--- config.mk ---
export PLATFORM = sky130hd
export DESIGN_NAME = sequenciador_fila_comandos
export DESIGN_NICKNAME = d
export VERILOG_FILES = /design/src/rtl/sequenciador_fila_comandos.sv
export SDC_FILE = /design/constraint.sdc
export NUM_CORES = 1
export LEC_CHECK = 0
export ABC_AREA = 0
export ABC_CLOCK_PERIOD_IN_PS = 6400
export BUFFER_PORTS_ARGS = -buffer_cell sky130_fd_sc_hd__buf_2
export CAP_MARGIN = 40
export CORE_UTILIZATION = 60
export DETAILED_ROUTE_END_ITERATION = 7
export GPL_TIMING_DRIVEN = 1
export PLACE_DENSITY = 0.81
export SLEW_MARGIN = 15
export SYNTH_ARGS = -nofsm -noshare
export SYNTH_HDL_FRONTEND = slang
export SYNTH_SLANG_ARGS = --single-unit
--- constraint.sdc ---
create_clock -name Clk -period 6.4 [get_ports Clk]
set_input_delay 0.64 -clock Clk [delete_from_list [all_inputs] [get_ports Clk]]
set_output_delay 0.64 -clock Clk [all_outputs]
set_load 0.05 [all_outputs]
--- src/rtl/sequenciador_fila_comandos.sv ---
// Command sequencer for the calculator datapath: queues push/ALU-op pulses in a small FIFO
// and drives the stack, ALU start/opcode and result-latch strobes, with a per-op timeout.
//
// state       | meaning
// OCIOSO      | idle; pops the FIFO head whenever the FIFO is not empty
// EXEC        | one cycle: stack push of the popped value, or ALU start
// ESPERA_ULA  | waiting for ula_pronto while the timeout counter runs
// GRAVA       | one cycle: push the ALU result and load the flag register
module sequenciador_fila_comandos #(
    parameter int FILA_PROF      = 4,
    parameter int TIMEOUT_CICLOS = 255,
    parameter int LARG_DADO      = 8
) (
    input  logic                       Clk,
    input  logic                       Reset,
    input  logic                       cmd_valido,
    input  logic                       cmd_tipo,
    input  logic [LARG_DADO-1:0]       cmd_dado,
    input  logic [2:0]                 cmd_op,
    input  logic                       ula_pronto,
    input  logic                       limpa_erros,
    output logic                       pilha_empilha,
    output logic                       pilha_sel_sw,
    output logic [LARG_DADO-1:0]       pilha_dado,
    output logic                       ula_inicia,
    output logic [2:0]                 ula_op_code,
    output logic                       empilha_resultado,
    output logic                       ocupado,
    output logic                       fila_vazia,
    output logic                       fila_cheia,
    output logic [$clog2(FILA_PROF):0] num_cmds,
    output logic                       erro_transbordo,
    output logic                       erro_timeout
);

    localparam int PTR_W = $clog2(FILA_PROF);
    localparam int ENT_W = 1 + LARG_DADO + 3;
    localparam int CNT_W = (TIMEOUT_CICLOS > 1) ? $clog2(TIMEOUT_CICLOS) : 1;

    localparam logic [PTR_W:0]   OCUP_MAX  = (PTR_W + 1)'(FILA_PROF);
    localparam logic [PTR_W:0]   OCUP_UM   = (PTR_W + 1)'(1);
    localparam logic [PTR_W-1:0] PTR_UM    = PTR_W'(1);
    localparam logic [CNT_W-1:0] CNT_UM    = CNT_W'(1);
    localparam logic [CNT_W-1:0] CNT_FINAL = CNT_W'(TIMEOUT_CICLOS - 1);

    localparam logic [1:0] OCIOSO     = 2'd0;
    localparam logic [1:0] EXEC       = 2'd1;
    localparam logic [1:0] ESPERA_ULA = 2'd2;
    localparam logic [1:0] GRAVA      = 2'd3;

    logic [ENT_W-1:0]     fila_mem [FILA_PROF];
    logic [PTR_W-1:0]     ptr_le;
    logic [PTR_W-1:0]     ptr_esc;
    logic [PTR_W:0]       ocupacao;
    logic [ENT_W-1:0]     cabeca;
    logic                 cab_tipo;
    logic [LARG_DADO-1:0] cab_dado;
    logic [2:0]           cab_op;
    logic                 desenfileira;
    logic                 enfileira;
    logic                 descarta;

    logic [1:0]           estado;
    logic                 tipo_atual;
    logic [CNT_W-1:0]     cont_timeout;
    logic                 estouro;

    // Entry layout is {tipo, dado, op}
    assign cabeca   = fila_mem[ptr_le];
    assign cab_tipo = cabeca[ENT_W-1];
    assign cab_dado = cabeca[3 +: LARG_DADO];
    assign cab_op   = cabeca[2:0];

    assign fila_vazia = (ocupacao == '0);
    assign fila_cheia = (ocupacao == OCUP_MAX);
    assign num_cmds   = ocupacao;

    // A pop frees a slot on the same edge, so a full FIFO still accepts a command then
    assign desenfileira = (estado == OCIOSO) && !fila_vazia;
    assign enfileira    = cmd_valido && (!fila_cheia || desenfileira);
    assign descarta     = cmd_valido && fila_cheia && !desenfileira;

    assign estouro = (estado == ESPERA_ULA) && !ula_pronto && (cont_timeout == CNT_FINAL);

    always_ff @(posedge Clk) begin
        if (enfileira) begin
            fila_mem[ptr_esc] <= {cmd_tipo, cmd_dado, cmd_op};
        end
    end

    always_ff @(posedge Clk) begin
        if (Reset) begin
            ptr_le   <= '0;
            ptr_esc  <= '0;
            ocupacao <= '0;
        end else begin
            if (enfileira) begin
                ptr_esc <= ptr_esc + PTR_UM;
            end
            if (desenfileira) begin
                ptr_le <= ptr_le + PTR_UM;
            end
            if (enfileira && !desenfileira) begin
                ocupacao <= ocupacao + OCUP_UM;
            end else if (!enfileira && desenfileira) begin
                ocupacao <= ocupacao - OCUP_UM;
            end
        end
    end

    always_ff @(posedge Clk) begin
        if (Reset) begin
            estado       <= OCIOSO;
            tipo_atual   <= 1'b0;
            pilha_dado   <= '0;
            ula_op_code  <= '0;
            cont_timeout <= '0;
        end else begin
            case (estado)
                OCIOSO: begin
                    if (desenfileira) begin
                        tipo_atual <= cab_tipo;
                        if (cab_tipo) begin
                            ula_op_code <= cab_op;
                        end else begin
                            pilha_dado <= cab_dado;
                        end
                        estado <= EXEC;
                    end
                end
                EXEC: begin
                    if (tipo_atual) begin
                        cont_timeout <= '0;
                        estado       <= ESPERA_ULA;
                    end else begin
                        estado <= OCIOSO;
                    end
                end
                ESPERA_ULA: begin
                    if (ula_pronto) begin
                        estado <= GRAVA;
                    end else if (cont_timeout == CNT_FINAL) begin
                        estado <= OCIOSO;
                    end else begin
                        cont_timeout <= cont_timeout + CNT_UM;
                    end
                end
                default: begin
                    estado <= OCIOSO;
                end
            endcase
        end
    end

    // Sticky flags: a set condition on the same edge as limpa_erros wins
    always_ff @(posedge Clk) begin
        if (Reset) begin
            erro_transbordo <= 1'b0;
            erro_timeout    <= 1'b0;
        end else begin
            erro_transbordo <= descarta | (erro_transbordo & ~limpa_erros);
            erro_timeout    <= estouro | (erro_timeout & ~limpa_erros);
        end
    end

    assign pilha_empilha     = ((estado == EXEC) && !tipo_atual) || (estado == GRAVA);
    assign pilha_sel_sw      = (estado == EXEC) && !tipo_atual;
    assign ula_inicia        = (estado == EXEC) && tipo_atual;
    assign empilha_resultado = (estado == GRAVA);
    assign ocupado           = (estado != OCIOSO);

endmodule

==> out/results.txt <==
Maximum clock skew at final layout: 6.86 ps. Half-perimeter wire length after placement: 3.50 mm. The post-CTS clock slew at the launch and capture registers of the worst setup and hold paths is 80 ps, and the leakage component of the power is 0.00140 uW. The tools report the starting utilization of the core area as 0.627. At the worst endpoint, the arrival time is 2810 ps. The proportion of synthesized area in mux cells is 0.124.

After clock tree synthesis, the setup repair step added 0 buffers. The first detailed-routing pass took 4 iterations. For the synthesized net count, the log shows 252. In this run the cell area measured after placement is 3470 sq um.

The clock tree synthesis step divided the H-tree into 3 levels. The number of buffers between clock root and the deepest sink is 2, and the design area is 3680 sq um. Worst min-delay path startpoint: erro_timeout. The synthesized area per cell was 14.2 sq um. For the pin with the worst max-slew slack, the measured transition is 726 ps. After clock tree synthesis, the repair step resized 0 gates. The tools report the routed via count as 1947. The top cell types in the final layout, fill and taps aside, are 48 x edfxtp_1, 39 x buf_2, 33 x dfxtp_1. Summing every instance area after synthesis gives 3220 sq um. Clock latency on the worst-skew pair, taken at its later pin, is 350 ps.

STA classifies the critical path endpoint as a flop. Count of state elements after synthesis: 81. The floorplan has 26 rows.

The count of flip-flops with a built-in enable after synthesis works out to 48. For the die area, the log shows 5660 sq um. VDD sags by at most 0.000299 V.

The detailed-route wire length per cell was 15.7 um; the worst hold path cell count was 2. The net count of the finished layout is 295. The internal power of the cells totals 985 uW. The destination of the worst register-to-register timing path was num_cmds[2].

The share of the yosys chip area belonging to registers was 0.653; the fraction of synthesis flops using an asynchronous set or reset pin was 0. The tool flagged a number of max-cap violations equal to 0. The number of buffers created by CTS is 9. For this design the ratio of total power to cell area is 416 nW/um^2. Setup repair after global routing left no endpoint under its margin. Type of element launching the critical path: a flop. During I/O placement, the number of pins put on the boundary was 40. Counting every sink on the clock net gives 81. The first global-routing pass estimated 8.50 mm of wire. The placer congestion estimate was 0.786.

The critical path start-end classification was flop to flop. For the number of distinct standard cells referenced by the synthesized netlist, the log shows 36. For the headroom to the max-slew limit, the log shows 0.515. In the routed design, unresolved DRC markers number 0. The via count of the first global-routing pass is 1775, and the maximum net fanout on the critical path is 8. The final layout contains routed wiring with a total length of 5.41 mm. The most used routing layer in global routing is met2.

The compound-gate portion of the synthesized area came out at 0.0571. Relative to the synthesized area, the layout overhead comes to 14.4%. The adder-cell share of the synthesized area came out at 0.0334. TritonCTS built the clock tree. The run gives 0 as the initial antenna violation count. The run finished with clean final reports. The xor/xnor cell area share of the yosys netlist was 0.0136; the net switching power was 548 uW.

In this run the vertical extent of the chip is 75.3 um. The share of final-layout standard cells stronger than drive strength 1 works out to 0.255. After the first detailed-routing iteration, the DRC count stood at 144. The required time of the worst setup path came out at 6670 ps. The count of buffers inserted at the top-level ports was 39. The tools report the combinational group share of total power as 0.321. Setup violations remaining at the end of the flow were counted as 0. The logs give 0.393 GHz for the top achievable clock speed and 0.289 for the global routing met1 resource utilization. The width of the chip was 75.3 um; the total congestion overflow was 0. The clock power share is 0.244, and the register-to-register setup slack is 3860 ps.

The smallest clock period supported by the final layout is computed as 2540 ps. Hold repair after CTS inserted 0 buffers. Most common library cell in the layout ignoring fill and taps: edfxtp_1. The final number of max-transition violations is 0, and the met3 routing resource usage after global routing is 0.0683. The region available for standard cell placement spans 5140 sq um. Path type of the worst min-delay path: flop to flop. Using the TritonRoute via totals, the vias-per-cell ratio works out to 5.64.

The setup TNS is 0 ps. The area fraction in and, or, nand and nor cells after synthesis is 0.0995. Top flip-flop cell by instance count after synthesis: edfxtp_1. After technology mapping, the gate count stands at 227. The tools report the sink of the worst hold path as erro_timeout. The total power of the final layout is 1530 uW.

The tools report the clock root buffer as clkbuf_8. The final hold violation count came out at 0. Antenna cell count: 0. Final period utilization: 0.397. The total number of yosys warnings is 0. Entering global routing, the biggest net connects 31 pins.

The overall track demand over capacity in global routing is 0.218. The met2 routing resource usage after global routing was 0.331. The largest family of logic cells by synthesized area is multiplexers. The startpoint identified for the worst register-to-register timing path is estado[1]. The sequential share of power is 0.434, and the share of total power consumed by net switching is 0.357.

For the worst flop-to-flop path, the logic depth is 9. The count of nets left with antenna violations once routing finished came out at 0.
[Yosys cell counts (3+ instances only)]
| cell type | instances | area share |
|---|---|---|
| a21oi_1 | 8 | 0.012 |
| a31oi_1 | 6 | 0.012 |
| and2_1 | 5 | 0.0097 |
| clkbuf_1 | 5 | 0.0058 |
| dfxtp_1 | 33 | 0.21 |
| edfxtp_1 | 48 | 0.45 |
| ha_1 | 7 | 0.027 |
| inv_1 | 8 | 0.0093 |
| mux2i_1 | 13 | 0.040 |
| mux4_2 | 12 | 0.084 |
| nand2_1 | 8 | 0.0093 |
| nand3_1 | 7 | 0.011 |
| nor2_1 | 26 | 0.030 |
| nor3_1 | 3 | 0.0047 |
| nor3b_1 | 3 | 0.0070 |
| o21ai_0 | 5 | 0.0078 |
| or3_1 | 4 | 0.0078 |
| xor2_1 | 4 | 0.011 |
[flip-flops by register name, summed over array words and instances, names as in the netlist, 2 cells and up, named ones only]
name	flops
ptr_esc	2
fila_mem	48
pilha_dado	8
num_cmds	3
estado	2
ula_op_code	3
cont_timeout	8
ptr_le	2
[worst max-delay path, cell delays in order, from the launching register on]
cell and delay, ps:
dfxtp_1 370, nor2_1 250, inv_1 180, a21boi_2 350, ha_1 250, inv_1 60
fa_1 380, xor2_1 160, or3_1 320, a21oi_1 150
[metrics by stage]
step	hold slack [ps]	setup WS (ps)	util	std cells
finish	489	3860	0.717	345
global route	488	3680	0.717	345
CTS	487	3840	0.714	344
detailed placement	474	3900	0.675	328
global placement	460	3970	0.675	328
floorplan	447	3010	-	227
[cell type report]
type | count | area, sq um
Sequential cell | 81 | 2100
Fill cell | 381 | 1460
Multi-Input combinational cell | 130 | 1060
Timing Repair Buffer | 40 | 210
Clock buffer | 12 | 145
Tap cell | 70 | 87.6
Clock inverter | 4 | 52.6
Inverter | 8 | 30.0
[logic make-up after synthesis]
group	after synthesis
simple gates	64
mux	25
compound gates	28
buf+inv	16
fa+ha+maj	8
flops	81
xor+xnor	5
[worst max path at each step]
stage | startpoint | to | slack, ps | depth (start not counted)
global route | estado[1] | num_cmds[2] | 3680 | 9
finish | estado[1] | num_cmds[2] | 3860 | 9
CTS | estado[1] | num_cmds[2] | 3840 | 9
detailed placement | estado[1] | num_cmds[2] | 3900 | 9
global placement | estado[1] | num_cmds[2] | 3970 | 9
floorplan | num_cmds[2] | num_cmds[2] | 3010 | 8
[layer usage]
layer,vias up,part of all wire
met2,45,0.52
met1,952,0.43
met3,16,0.032
li1,934,-
met4,0,0.018
met5,-,0
[power by group through the flow]
stage / clock [uW] / combinational [uW] / sequential (uW)
floorplan: 0 / 301 / 761
global placement: 0 / 462 / 691
detailed placement: 0 / 473 / 693
CTS: 378 / 476 / 681
global route: 401 / 532 / 675
finish: 374 / 493 / 666
Note: power is estimated with default switching activity, not from simulation.
